==> src/rtl/sd_cmd_pkg.sv <==
// Shared encodings and constants for the card-side SD CMD-line responder.
package sd_cmd_pkg;

    localparam int         FRAME_LEN_48  = 48;
    localparam int         FRAME_LEN_136 = 136;
    localparam logic [6:0] CRC7_POLY     = 7'h09;
    localparam logic [5:0] R2_INDEX      = 6'h3F;
    localparam logic [6:0] R3_CRC        = 7'h7F;

    typedef enum logic [1:0] {
        RSP_NONE = 2'b00,
        RSP_48   = 2'b01,
        RSP_R2   = 2'b10,
        RSP_R3   = 2'b11
    } rsp_type_e;

    typedef enum logic [2:0] {
        ST_IDLE,
        ST_RX,
        ST_WAIT,
        ST_NCR,
        ST_TX,
        ST_DONE
    } state_e;

    function automatic logic [7:0] frame_len(input rsp_type_e t);
        return (t == RSP_R2) ? 8'(FRAME_LEN_136) : 8'(FRAME_LEN_48);
    endfunction

endpackage

==> src/rtl/sd_crc7.sv <==
// Bit-serial CRC7 (x^7 + x^3 + 1), zero initial value, MSB-first input.
module sd_crc7
    import sd_cmd_pkg::*;
(
    input  logic       clk,
    input  logic       rst_n,
    input  logic       clr,
    input  logic       ena,
    input  logic       bit_in,
    output logic [6:0] crc
);

    logic fb;

    assign fb = bit_in ^ crc[6];

    always_ff @(posedge clk or negedge rst_n) begin
        if (!rst_n) begin
            crc <= '0;
        end else if (clr) begin
            crc <= '0;
        end else if (ena) begin
            crc <= {crc[5:0], 1'b0} ^ (fb ? CRC7_POLY : 7'h00);
        end
    end

endmodule

==> src/rtl/sd_cmd_responder.sv <==
// Card-side SD CMD engine: receives 48-bit host commands, then serialises the
// 48-bit or 136-bit response offered by card logic.
module sd_cmd_responder
    import sd_cmd_pkg::*;
#(
    parameter int NCR     = 2,
    parameter int NCR_MAX = 64
) (
    input  logic         sd_clk,
    input  logic         rst_n,
    input  logic         cmd_in,
    output logic         cmd_out,
    output logic         cmd_oe,
    output logic         cmd_valid,
    output logic [5:0]   cmd_index,
    output logic [31:0]  cmd_arg,
    output logic         cmd_crc_err,
    output logic         frame_err,
    input  logic         rsp_valid,
    input  logic [1:0]   rsp_type,
    input  logic [5:0]   rsp_index,
    input  logic [119:0] rsp_data,
    output logic         rsp_busy,
    output logic         rsp_done
);

    localparam logic [7:0] NCR_C     = 8'(NCR);
    localparam logic [7:0] NCR_MAX_C = 8'(NCR_MAX);

    state_e      state_q, state_d;
    logic [7:0]  cnt_q, cnt_d, cnt_inc;
    rsp_type_e   rtype_q, rtype_d;

    logic        oe_d, out_d, valid_d, crc_err_d, ferr_d, busy_d, done_d;
    logic [5:0]  index_d;
    logic [31:0] arg_d;

    // Start bit is never stored; idx k of the frame sits at rx_sr[46-k] at the end bit.
    logic [45:0]  rx_sr;
    logic [135:0] tx_sr;
    logic         load_tx, shift_tx;

    logic         rx_crc_clr, rx_crc_ena;
    logic [6:0]   rx_crc;
    logic         tx_crc_clr, tx_crc_ena;
    logic [6:0]   tx_crc;

    logic [7:0]   tx_len, crc_lo, cov_lo;
    logic [2:0]   crc_off;

    sd_crc7 u_rx_crc (
        .clk    (sd_clk),
        .rst_n  (rst_n),
        .clr    (rx_crc_clr),
        .ena    (rx_crc_ena),
        .bit_in (cmd_in),
        .crc    (rx_crc)
    );

    sd_crc7 u_tx_crc (
        .clk    (sd_clk),
        .rst_n  (rst_n),
        .clr    (tx_crc_clr),
        .ena    (tx_crc_ena),
        .bit_in (tx_sr[135]),
        .crc    (tx_crc)
    );

    assign cnt_inc = (cnt_q == 8'hFF) ? cnt_q : cnt_q + 8'd1;
    assign tx_len  = frame_len(rtype_q);
    assign crc_lo  = tx_len - 8'd8;
    assign cov_lo  = (rtype_q == RSP_R2) ? 8'd8 : 8'd0;
    assign crc_off = 3'(cnt_q - crc_lo);

    always_comb begin
        state_d    = state_q;
        cnt_d      = cnt_q;
        rtype_d    = rtype_q;
        oe_d       = cmd_oe;
        out_d      = cmd_out;
        valid_d    = 1'b0;
        index_d    = cmd_index;
        arg_d      = cmd_arg;
        crc_err_d  = cmd_crc_err;
        ferr_d     = 1'b0;
        busy_d     = rsp_busy;
        done_d     = 1'b0;
        load_tx    = 1'b0;
        shift_tx   = 1'b0;
        rx_crc_clr = (state_q == ST_IDLE);
        rx_crc_ena = 1'b0;
        tx_crc_clr = 1'b0;
        tx_crc_ena = 1'b0;

        case (state_q)
            ST_IDLE: begin
                if (!cmd_in) begin
                    state_d = ST_RX;
                    cnt_d   = 8'd1;
                end
            end
            ST_RX: begin
                rx_crc_ena = (cnt_q < 8'd40);
                if (cnt_q == 8'd47) begin
                    if (rx_sr[45] && cmd_in) begin
                        valid_d   = 1'b1;
                        index_d   = rx_sr[44:39];
                        arg_d     = rx_sr[38:7];
                        crc_err_d = (rx_crc != rx_sr[6:0]);
                        state_d   = ST_WAIT;
                        cnt_d     = 8'd1;
                    end else begin
                        ferr_d  = 1'b1;
                        state_d = ST_IDLE;
                    end
                end else begin
                    cnt_d = cnt_inc;
                end
            end
            ST_WAIT: begin
                // cnt_q equals the number of edges since the command end bit.
                cnt_d = cnt_inc;
                if (rsp_valid) begin
                    if (rsp_type == RSP_NONE) begin
                        state_d = ST_IDLE;
                    end else begin
                        rtype_d = rsp_type_e'(rsp_type);
                        load_tx = 1'b1;
                        state_d = ST_NCR;
                    end
                end else if (cnt_q >= NCR_MAX_C) begin
                    state_d = ST_IDLE;
                end
            end
            ST_NCR: begin
                tx_crc_clr = 1'b1;
                if (cnt_q >= NCR_C) begin
                    oe_d     = 1'b1;
                    out_d    = tx_sr[135];
                    busy_d   = 1'b1;
                    shift_tx = 1'b1;
                    state_d  = ST_TX;
                    cnt_d    = 8'd1;
                end else begin
                    cnt_d = cnt_inc;
                end
            end
            ST_TX: begin
                // cnt_q is the frame position being driven on this edge.
                cnt_d = cnt_inc;
                if (cnt_q < crc_lo) begin
                    out_d      = tx_sr[135];
                    shift_tx   = 1'b1;
                    tx_crc_ena = (cnt_q >= cov_lo);
                end else if (cnt_q < tx_len - 8'd1) begin
                    out_d = (rtype_q == RSP_R3) ? R3_CRC[3'd6 - crc_off]
                                                : tx_crc[3'd6 - crc_off];
                end else begin
                    out_d   = 1'b1;
                    state_d = ST_DONE;
                end
            end
            ST_DONE: begin
                oe_d    = 1'b0;
                out_d   = 1'b1;
                busy_d  = 1'b0;
                done_d  = 1'b1;
                state_d = ST_IDLE;
            end
            default: begin
                state_d = ST_IDLE;
            end
        endcase
    end

    always_ff @(posedge sd_clk or negedge rst_n) begin
        if (!rst_n) begin
            state_q     <= ST_IDLE;
            cnt_q       <= '0;
            rtype_q     <= RSP_NONE;
            cmd_oe      <= 1'b0;
            cmd_out     <= 1'b1;
            cmd_valid   <= 1'b0;
            cmd_index   <= '0;
            cmd_arg     <= '0;
            cmd_crc_err <= 1'b0;
            frame_err   <= 1'b0;
            rsp_busy    <= 1'b0;
            rsp_done    <= 1'b0;
        end else begin
            state_q     <= state_d;
            cnt_q       <= cnt_d;
            rtype_q     <= rtype_d;
            cmd_oe      <= oe_d;
            cmd_out     <= out_d;
            cmd_valid   <= valid_d;
            cmd_index   <= index_d;
            cmd_arg     <= arg_d;
            cmd_crc_err <= crc_err_d;
            frame_err   <= ferr_d;
            rsp_busy    <= busy_d;
            rsp_done    <= done_d;
        end
    end

    // CRC field and end bit are produced on the fly; the low byte loaded here is never driven.
    always_ff @(posedge sd_clk) begin
        if (state_q == ST_IDLE || state_q == ST_RX) begin
            rx_sr <= {rx_sr[44:0], cmd_in};
        end
        if (load_tx) begin
            if (rsp_type == RSP_R2) begin
                tx_sr <= {2'b00, R2_INDEX, rsp_data, 8'h01};
            end else begin
                tx_sr <= {2'b00, rsp_index, rsp_data[31:0], 8'h01, 88'h0};
            end
        end else if (shift_tx) begin
            tx_sr <= {tx_sr[134:0], 1'b0};
        end
    end

endmodule
==> config.mk <==
export PLATFORM = sky130hd
export DESIGN_NAME = sd_cmd_responder
export DESIGN_NICKNAME = d
export VERILOG_FILES = /design/src/rtl/sd_cmd_pkg.sv /design/src/rtl/sd_crc7.sv /design/src/rtl/sd_cmd_responder.sv
export SDC_FILE = /design/constraint.sdc
export NUM_CORES = 1
export LEC_CHECK = 0
export CORE_UTILIZATION = 35
export CTS_CLUSTER_SIZE = 25
export DETAILED_ROUTE_END_ITERATION = 12
export GPL_TIMING_DRIVEN = 0
export HOLD_SLACK_MARGIN = 0.15
export PLACE_DENSITY = 0.68
export SETUP_SLACK_MARGIN = 0.02
export SLEW_MARGIN = 0
export SYNTH_ARGS = -nofsm -noshare
export SYNTH_HDL_FRONTEND = slang
export SYNTH_SLANG_ARGS = --single-unit
==> constraint.sdc <==
create_clock -name sd_clk -period 6.32 [get_ports sd_clk]
set_clock_uncertainty 0.15 [all_clocks]
set_input_delay 1.264 -clock sd_clk [delete_from_list [all_inputs] [get_ports sd_clk]]
set_output_delay 1.264 -clock sd_clk [all_outputs]
set_load 0.05 [all_outputs]
== Word-level counts from Yosys, hierarchy flattened ==
Memory sizes are Yosys's and may differ from the RTL's.
Index checks and enable logic that the tools add are counted.

* Register bits after elaboration: 253
* Memory bits (read-only): 8
* Bits of input ports: 132
* Output and inout port bits: 45
* Logic and storage cells: 122
* Memories: 1

{| class="wikitable"
|+ Memories
! memory !! depth !! bits a word !! rd ports !! clocked after Yosys merged registers in !! write ports !! line !! RTL
|-
| (no name shown) || 8 || 1 || 1 || 0 || 0 || sd_cmd_responder.sv:156 || <nowiki>out_d = (rtype_q == RSP_R3) ? R3_CRC[3'd6 - crc_off]</nowiki>
|}

* $add $sub $neg: 5
* $lt $le $gt $ge: 7
* Equal/unequal tests: 18
* Multiplexer cells: 54
* Bitwise gates (word level): 5
* Reduce and logical (&&, ||, !) cells: 17

{| class="wikitable"
|+ Operators by type and width
! cell !! count
|-
| $mux W136 || 2
|-
| $mux W134 || 1
|-
| $mux W8 || 6
|-
| $pmux W8 S4 || 1
|-
| $mux W7 || 4
|-
| $mux W1 || 23
|-
| $mux W3 || 7
|-
| $lt A8 B8 Y1 || 2
|-
| $pmux W3 S5 || 1
|-
| $xor A7 B7 Y7 || 2
|-
| $mux W4 || 3
|-
| $ne A2 B2 Y1 const B || 5
|-
| $reduce_and A3 Y1 || 3
|-
| $add A8 B1 Y8 const B || 1
|-
| $eq A8 B6 Y1 const B || 1
|-
| $eq A8 B8 Y1 const B || 1
|-
| $ge A8 B2 Y1 const B || 1
|-
| $ge A8 B4 Y1 || 1
|-
| $ge A8 B7 Y1 const B || 1
|-
| $lt A8 B6 Y1 const B || 1
|-
| $reduce_bool A2 Y1 || 4
|-
| $sub A8 B1 Y8 const B || 1
|-
| $sub A8 B4 Y8 const B || 1
|-
| $ne A7 B7 Y1 || 1
|-
| other kinds (23) || 32
|}

== Longest topological paths before layout ==
* Word-level depth: 11
* Gate-level depth with buffers: 9
* Depth with buffers taken out: 8

== Modules after synthesis ==
Synthesis repeated with hierarchy kept, for this count alone.

* Cells, all modules: 728
* Area, all modules: 10,655.2 um^2

{| class="wikitable"
|+ Modules (own cells, without submodules)
! module !! instances !! cells each !! area an instance (um^2)
|-
| sd_cmd_responder || 1 || 672 || 10,039.6
|-
| sd_crc7 || 2 || 28 || 307.8
|}

== Worst setup path before layout ==
OpenSTA, ideal clock, no wires.

* Path kind: input to register
* Start point: input rsp_valid
* End point: register tx_sr[0] (enable)
* Setup time: 1.507 ns
* Arrival: 5.152 ns
* Required time: 4.663 ns
* Slack: -0.489 ns
* Cell stages on the path: 6
* Path buffers: 3
* Cell sequence: and3_1 > clkbuf_1 > o21ai_2 > buf_2 > buf_2 > nand3_1

* Word-level cells in the longest chain between the ends: 3

{| class="wikitable"
|+ RTL lines
! item !! line !! RTL
|-
| start, declared || sd_cmd_responder.sv:19 || <nowiki>input logic rsp_valid,</nowiki>
|-
| $mux W1 || sd_cmd_responder.sv:123 || <nowiki>if (rsp_valid) begin</nowiki>
|-
| $mux W1 || sd_cmd_responder.sv:95 || <nowiki>case (state_q)</nowiki>
|-
| $reduce_bool A2 Y1 (no line) || -- ||
|-
| end signal, assigned || sd_cmd_responder.sv:213 || <nowiki>tx_sr <= {2'b00, R2_INDEX, rsp_data, 8'h01};</nowiki>
|-
| end signal, assigned || sd_cmd_responder.sv:215 || <nowiki>tx_sr <= {2'b00, rsp_index, rsp_data[31:0], 8'h01, 88'h0};</nowiki>
|-
| end signal, assigned || sd_cmd_responder.sv:218 || <nowiki>tx_sr <= {tx_sr[134:0], 1'b0};</nowiki>
|-
| end, declared || sd_cmd_responder.sv:40 || <nowiki>logic [135:0] tx_sr;</nowiki>
|}

Every way passes these cells.
A chain may end at the register's enable or synchronous reset.

== Final worst setup path ==
* Start point: input rsp_valid
* End point: register tx_sr[47] (enable)

The elaborated chain is that of the path after synthesis.

==> flow_results.org <==
** Run
- Max-cap violation count :: 0

** Clocking
- Total of hold buffers inserted after clock tree synthesis :: 0
- Once the clock tree was built, the resizer swapped 0 gates to a different size.
- Clock tree root buffer cell :: sky130_fd_sc_hd__clkbuf_16
- Inserted Clock Buffers :: 28
- After clock tree synthesis, the clock-pin slew on the worst setup and hold paths is 0.06 ns.
- Clock sink count :: 253
- Worst-Skew Late Latency :: 0.54 ns
- CTS built an H-tree with a depth of 1.
- Setup Fix Bufs, Post-CTS :: 0
- Largest buffer count on any clock path :: 3
- TritonCTS clock tree :: done

** STA
- After layout, the minimum clock period comes to 3.727 ns.
- Final clock period utilization by the worst path :: 58.96%
- Hold Violations, Final :: 0
- For this run, the top clock speed supported by timing is 268.3 MHz.
- Worst hold slack after final layout :: 0.2943 ns
- Transition time at the pin with the least slew margin :: 0.7271 ns
- Setup violation total in the final timing report :: 0
- In this run the tightest slew margin relative to its limit is 51.41%.
- Setup repair after global routing left no endpoint under its margin.
- The number of max-slew violations in the final report is 0.

** Yosys
- During synthesis, Yosys emitted a total of 0 warnings.
- By area the synthesized netlist is led by sky130_fd_sc_hd__edfxtp_1 51%, sky130_fd_sc_hd__dfrtp_1 16%, sky130_fd_sc_hd__a22o_1 7.2%.
- Syn nets :: 865
- Count of distinct cell types in the synthesized netlist :: 62
- Post-synthesis instance area :: 0.01067 sq mm
- In the synthesized netlist the dominant register cell turns out to be sky130_fd_sc_hd__edfxtp_1.
- Summed over its instances, the top area cell type makes up 51.23% of the synthesized netlist area.
- Syn avg cell area :: 14.63 sq um
- Register bit total from synthesis :: 253
- Count of flip-flops with a built-in enable after synthesis :: 182
- Sequential element share of the synthesized area :: 67.90%
- Sorting the synthesized cells by how often they occur yields 182 x sky130_fd_sc_hd__edfxtp_1, 88 x sky130_fd_sc_hd__a22o_1, 70 x sky130_fd_sc_hd__dfrtp_1, 54 x sky130_fd_sc_hd__o21ai_0, 48 x sky130_fd_sc_hd__nand2_1.
- Async SR Flop Fraction :: 28.06%
- Largest area contributor in the netlist :: sky130_fd_sc_hd__edfxtp_1
- Count of mapped cells out of synthesis :: 729
- Most instantiated library cell after synthesis :: sky130_fd_sc_hd__edfxtp_1

** Die
- The initial utilization of the core area, before any placement, comes to 35.80%.
- Width of the die :: 176.6 um
- After floorplanning, the core was sized to cover 0.02980 sq mm.
- Area of the die :: 0.03118 sq mm
- The initialized floorplan defines 63 standard-cell rows.
- 177 I/O pins were placed.
- Die extent in y :: 176.6 um

** Route
- Detailed Routing Iterations Pass 1 :: 6
- The final layout contains routed wiring with a total length of 23.78 mm.
- Via count :: 6819
- Routed via count divided by cell count :: 5.040
- Post-detailed-route wirelength per cell :: 17.57 um
- The detail route stage leaves a number of antenna-violating nets equal to 0.
- After the first detailed-routing iteration, the DRC count stood at 405.
- Number of remaining DRC errors :: 0

** Pwr
- Per report_power, the sequential group accounts for 48.5% of the total.
- In this run, the combinational gates consume 17.0% of the power.
- The clock network is responsible for 34.5% of the overall power.
- Power spread over the standard cell area amounts to 326.7 mW/mm^2.
- Switching share of power :: 26.61%
- For this design the total switching power over the nets is 1.212 mW.
- Internal power comes to 3.342 mW.
- IR Drop Worst-Case VDD :: 0.0001959 V
- Leakage power :: 4.918 nW

** Setup path
- Type of element capturing the critical path :: flip-flop
- For the worst flop-to-flop path, the logic depth is 7.
- The slowest stage of the critical path is the sky130_fd_sc_hd__clkdlybuf4s50_1 cell.
- In this design, the stage delay of the slowest critical-path cell is 0.44 ns.
- Among the stages of the critical path, the cell type that occurs most often is sky130_fd_sc_hd__buf_2.
- Worst endpoint data arrival time :: 3.82 ns
- Traced cell by cell, the critical path runs through clkdlybuf4s50_1 -> and3_1 -> clkbuf_1 -> o21ai_2 -> buf_2 -> buf_2 -> nand3_4 -> buf_16.
- Top fanout value on the critical path :: 63
- Critical Path Start Type :: primary input
- The setup path with the least slack is of type in -> reg.
- At the worst endpoint, the required time is 6.41 ns.

** Finish
- Cells fill 46.79% of the core in the end.
- In the final design database the tool counted 1075 nets.
- Storage element area :: 0.007243 sq mm
- Summing all multi-input logic gate instances after layout gives 0.003092 sq mm.
- Growth of design area from synthesis to finish :: 30.68%
- Filler Cells Inserted :: 2671
- Of the cells placed in the final design, the portion with a size suffix greater than 1 is 14.36%.

** Min path
- Worst hold path depth :: 0
- The path class of the tightest hold or removal check is reg -> reg.

** Global route
- Remaining global-route overflow :: 0
- Number of global-route vias before repair :: 6983
- Entering global routing, the biggest net connects 64 pins.
- Tot GR Track Use :: 15.57%
- The number of antenna violations at the first check in global routing came to 3.
- Wire length of the first global-routing pass :: 38.43 mm

** Placement
- Placer Congestion :: 0.8368
- Final HPWL DP :: 16.47 mm
- Buffers on Ports :: 176

** Run status
- The flow ran to the end, and the final reports show no timing, DRC or antenna violations.
[cell families (layout without fill, tap and decap cells)]
group           count (synthesis)  count (layout)  share of synthesized area [%]
simple gates                  126             126                          6.299
mux                            77              77                          7.823
xor+xnor                       13              13                          1.067
fa+ha+maj                       4               4                         0.4692
compound gates                192             192                          13.14
flops                         253             253                          67.90
buf+inv                        64             296                          3.308
other cells                     0               2                              0
[per-layer routing]
metal,vias to the layer above,wire length (um),global-route usage (%)
met3,25,2066,5.168
met1,3340,10650,21.11
met4,2,291,3.448
met5,-,13,0
li1,3226,-,-
met2,226,10750,24.13
[cell type report]
| cell class | instances | area share [%] |
|---|---|---|
| well taps | 390 | 3.500 |
| plain buffers | 51 | 2.181 |
| multi-input cells | 412 | 22.18 |
| clock inverters | 14 | 0.9334 |
| clock buffers | 38 | 5.511 |
| diodes | 2 | 0.03590 |
| flip-flops and latches | 253 | 51.96 |
| inverters | 13 | 0.3500 |
| repair buffers | 180 | 13.35 |
[worst max-delay path, delay by kind of cell]
| kind | cells | cell delay, ns |
|---|---|---|
| buffers and inverters | 5 | 1.69 |
| AO/OA/AOI/OAI | 1 | 0.26 |
| AND/OR/NAND/NOR | 2 | 0.56 |
[cell usage in the layout, fill, tap and decap left out, types with 7 or more instances in the layout]
cell type / n
sky130_fd_sc_hd__xnor2_1: 7
sky130_fd_sc_hd__inv_1: 13
sky130_fd_sc_hd__buf_2: 18
sky130_fd_sc_hd__a22o_1: 88
sky130_fd_sc_hd__and2_1: 12
sky130_fd_sc_hd__mux2i_1: 35
sky130_fd_sc_hd__clkbuf_1: 26
sky130_fd_sc_hd__nor2_1: 12
sky130_fd_sc_hd__dfrtp_1: 70
sky130_fd_sc_hd__nand3_1: 17
sky130_fd_sc_hd__edfxtp_1: 182
sky130_fd_sc_hd__clkdlybuf4s50_1: 175
sky130_fd_sc_hd__a21oi_1: 18
sky130_fd_sc_hd__nand2_1: 48
sky130_fd_sc_hd__clkbuf_16: 28
sky130_fd_sc_hd__buf_6: 7
sky130_fd_sc_hd__mux2_2: 39
sky130_fd_sc_hd__o21ai_0: 54
sky130_fd_sc_hd__clkinv_2: 7
[sequential cells by signal, summed over array words and instances, names as in the netlist]
register,count
frame_err,1
u_tx_crc.crc,7
rtype_q,2
cmd_index,6
cmd_out,1
cmd_arg,32
rx_sr,46
u_rx_crc.crc,7
cnt_q,8
cmd_valid,1
rsp_busy,1
tx_sr,136
cmd_crc_err,1
state_q,3
rsp_done,1
[metrics by stage]
stage / power [mW] / area (sq um) / instances / setup slack (ns) / setup TNS [ns]
2_1_floorplan: 2.718 / 10670 / 729 / 1.294 / 0
3_3_place_gp: 3.003 / 12920 / 1295 / -0.9187 / -123.98
3_5_place_dp: 3.018 / 13040 / 1299 / 2.009 / 0
4_1_cts: 4.611 / 13940 / 1351 / 2.560 / 0
5_1_grt: 4.775 / 13940 / 1351 / 2.433 / 0
6_report: 4.554 / 13940 / 1353 / 2.593 / 0
[power groups by stage]
stage / registers (mW) / logic [mW] / clock network [mW]
after global routing: 2.23 / 0.861 / 1.68
after detailed placement: 2.23 / 0.783 / 0
final: 2.21 / 0.775 / 1.57
after floorplan: 2.24 / 0.480 / 0
after global placement: 2.26 / 0.740 / 0
after CTS: 2.21 / 0.785 / 1.62
[path summary, 6_finish.rpt]
check                           startpoint         end  slack [ns]
worst min register to register   rx_sr[35]   rx_sr[36]        0.29
worst min-delay path             rx_sr[35]   rx_sr[36]        0.29
max in group asynchronous            rst_n     cmd_out        5.01
worst max-delay path             rsp_valid   tx_sr[47]        2.59
worst max register to register  rtype_q[1]   tx_sr[47]        3.12
min in group asynchronous            rst_n  rtype_q[0]        0.44
Power figures use the tool's default switching activity.
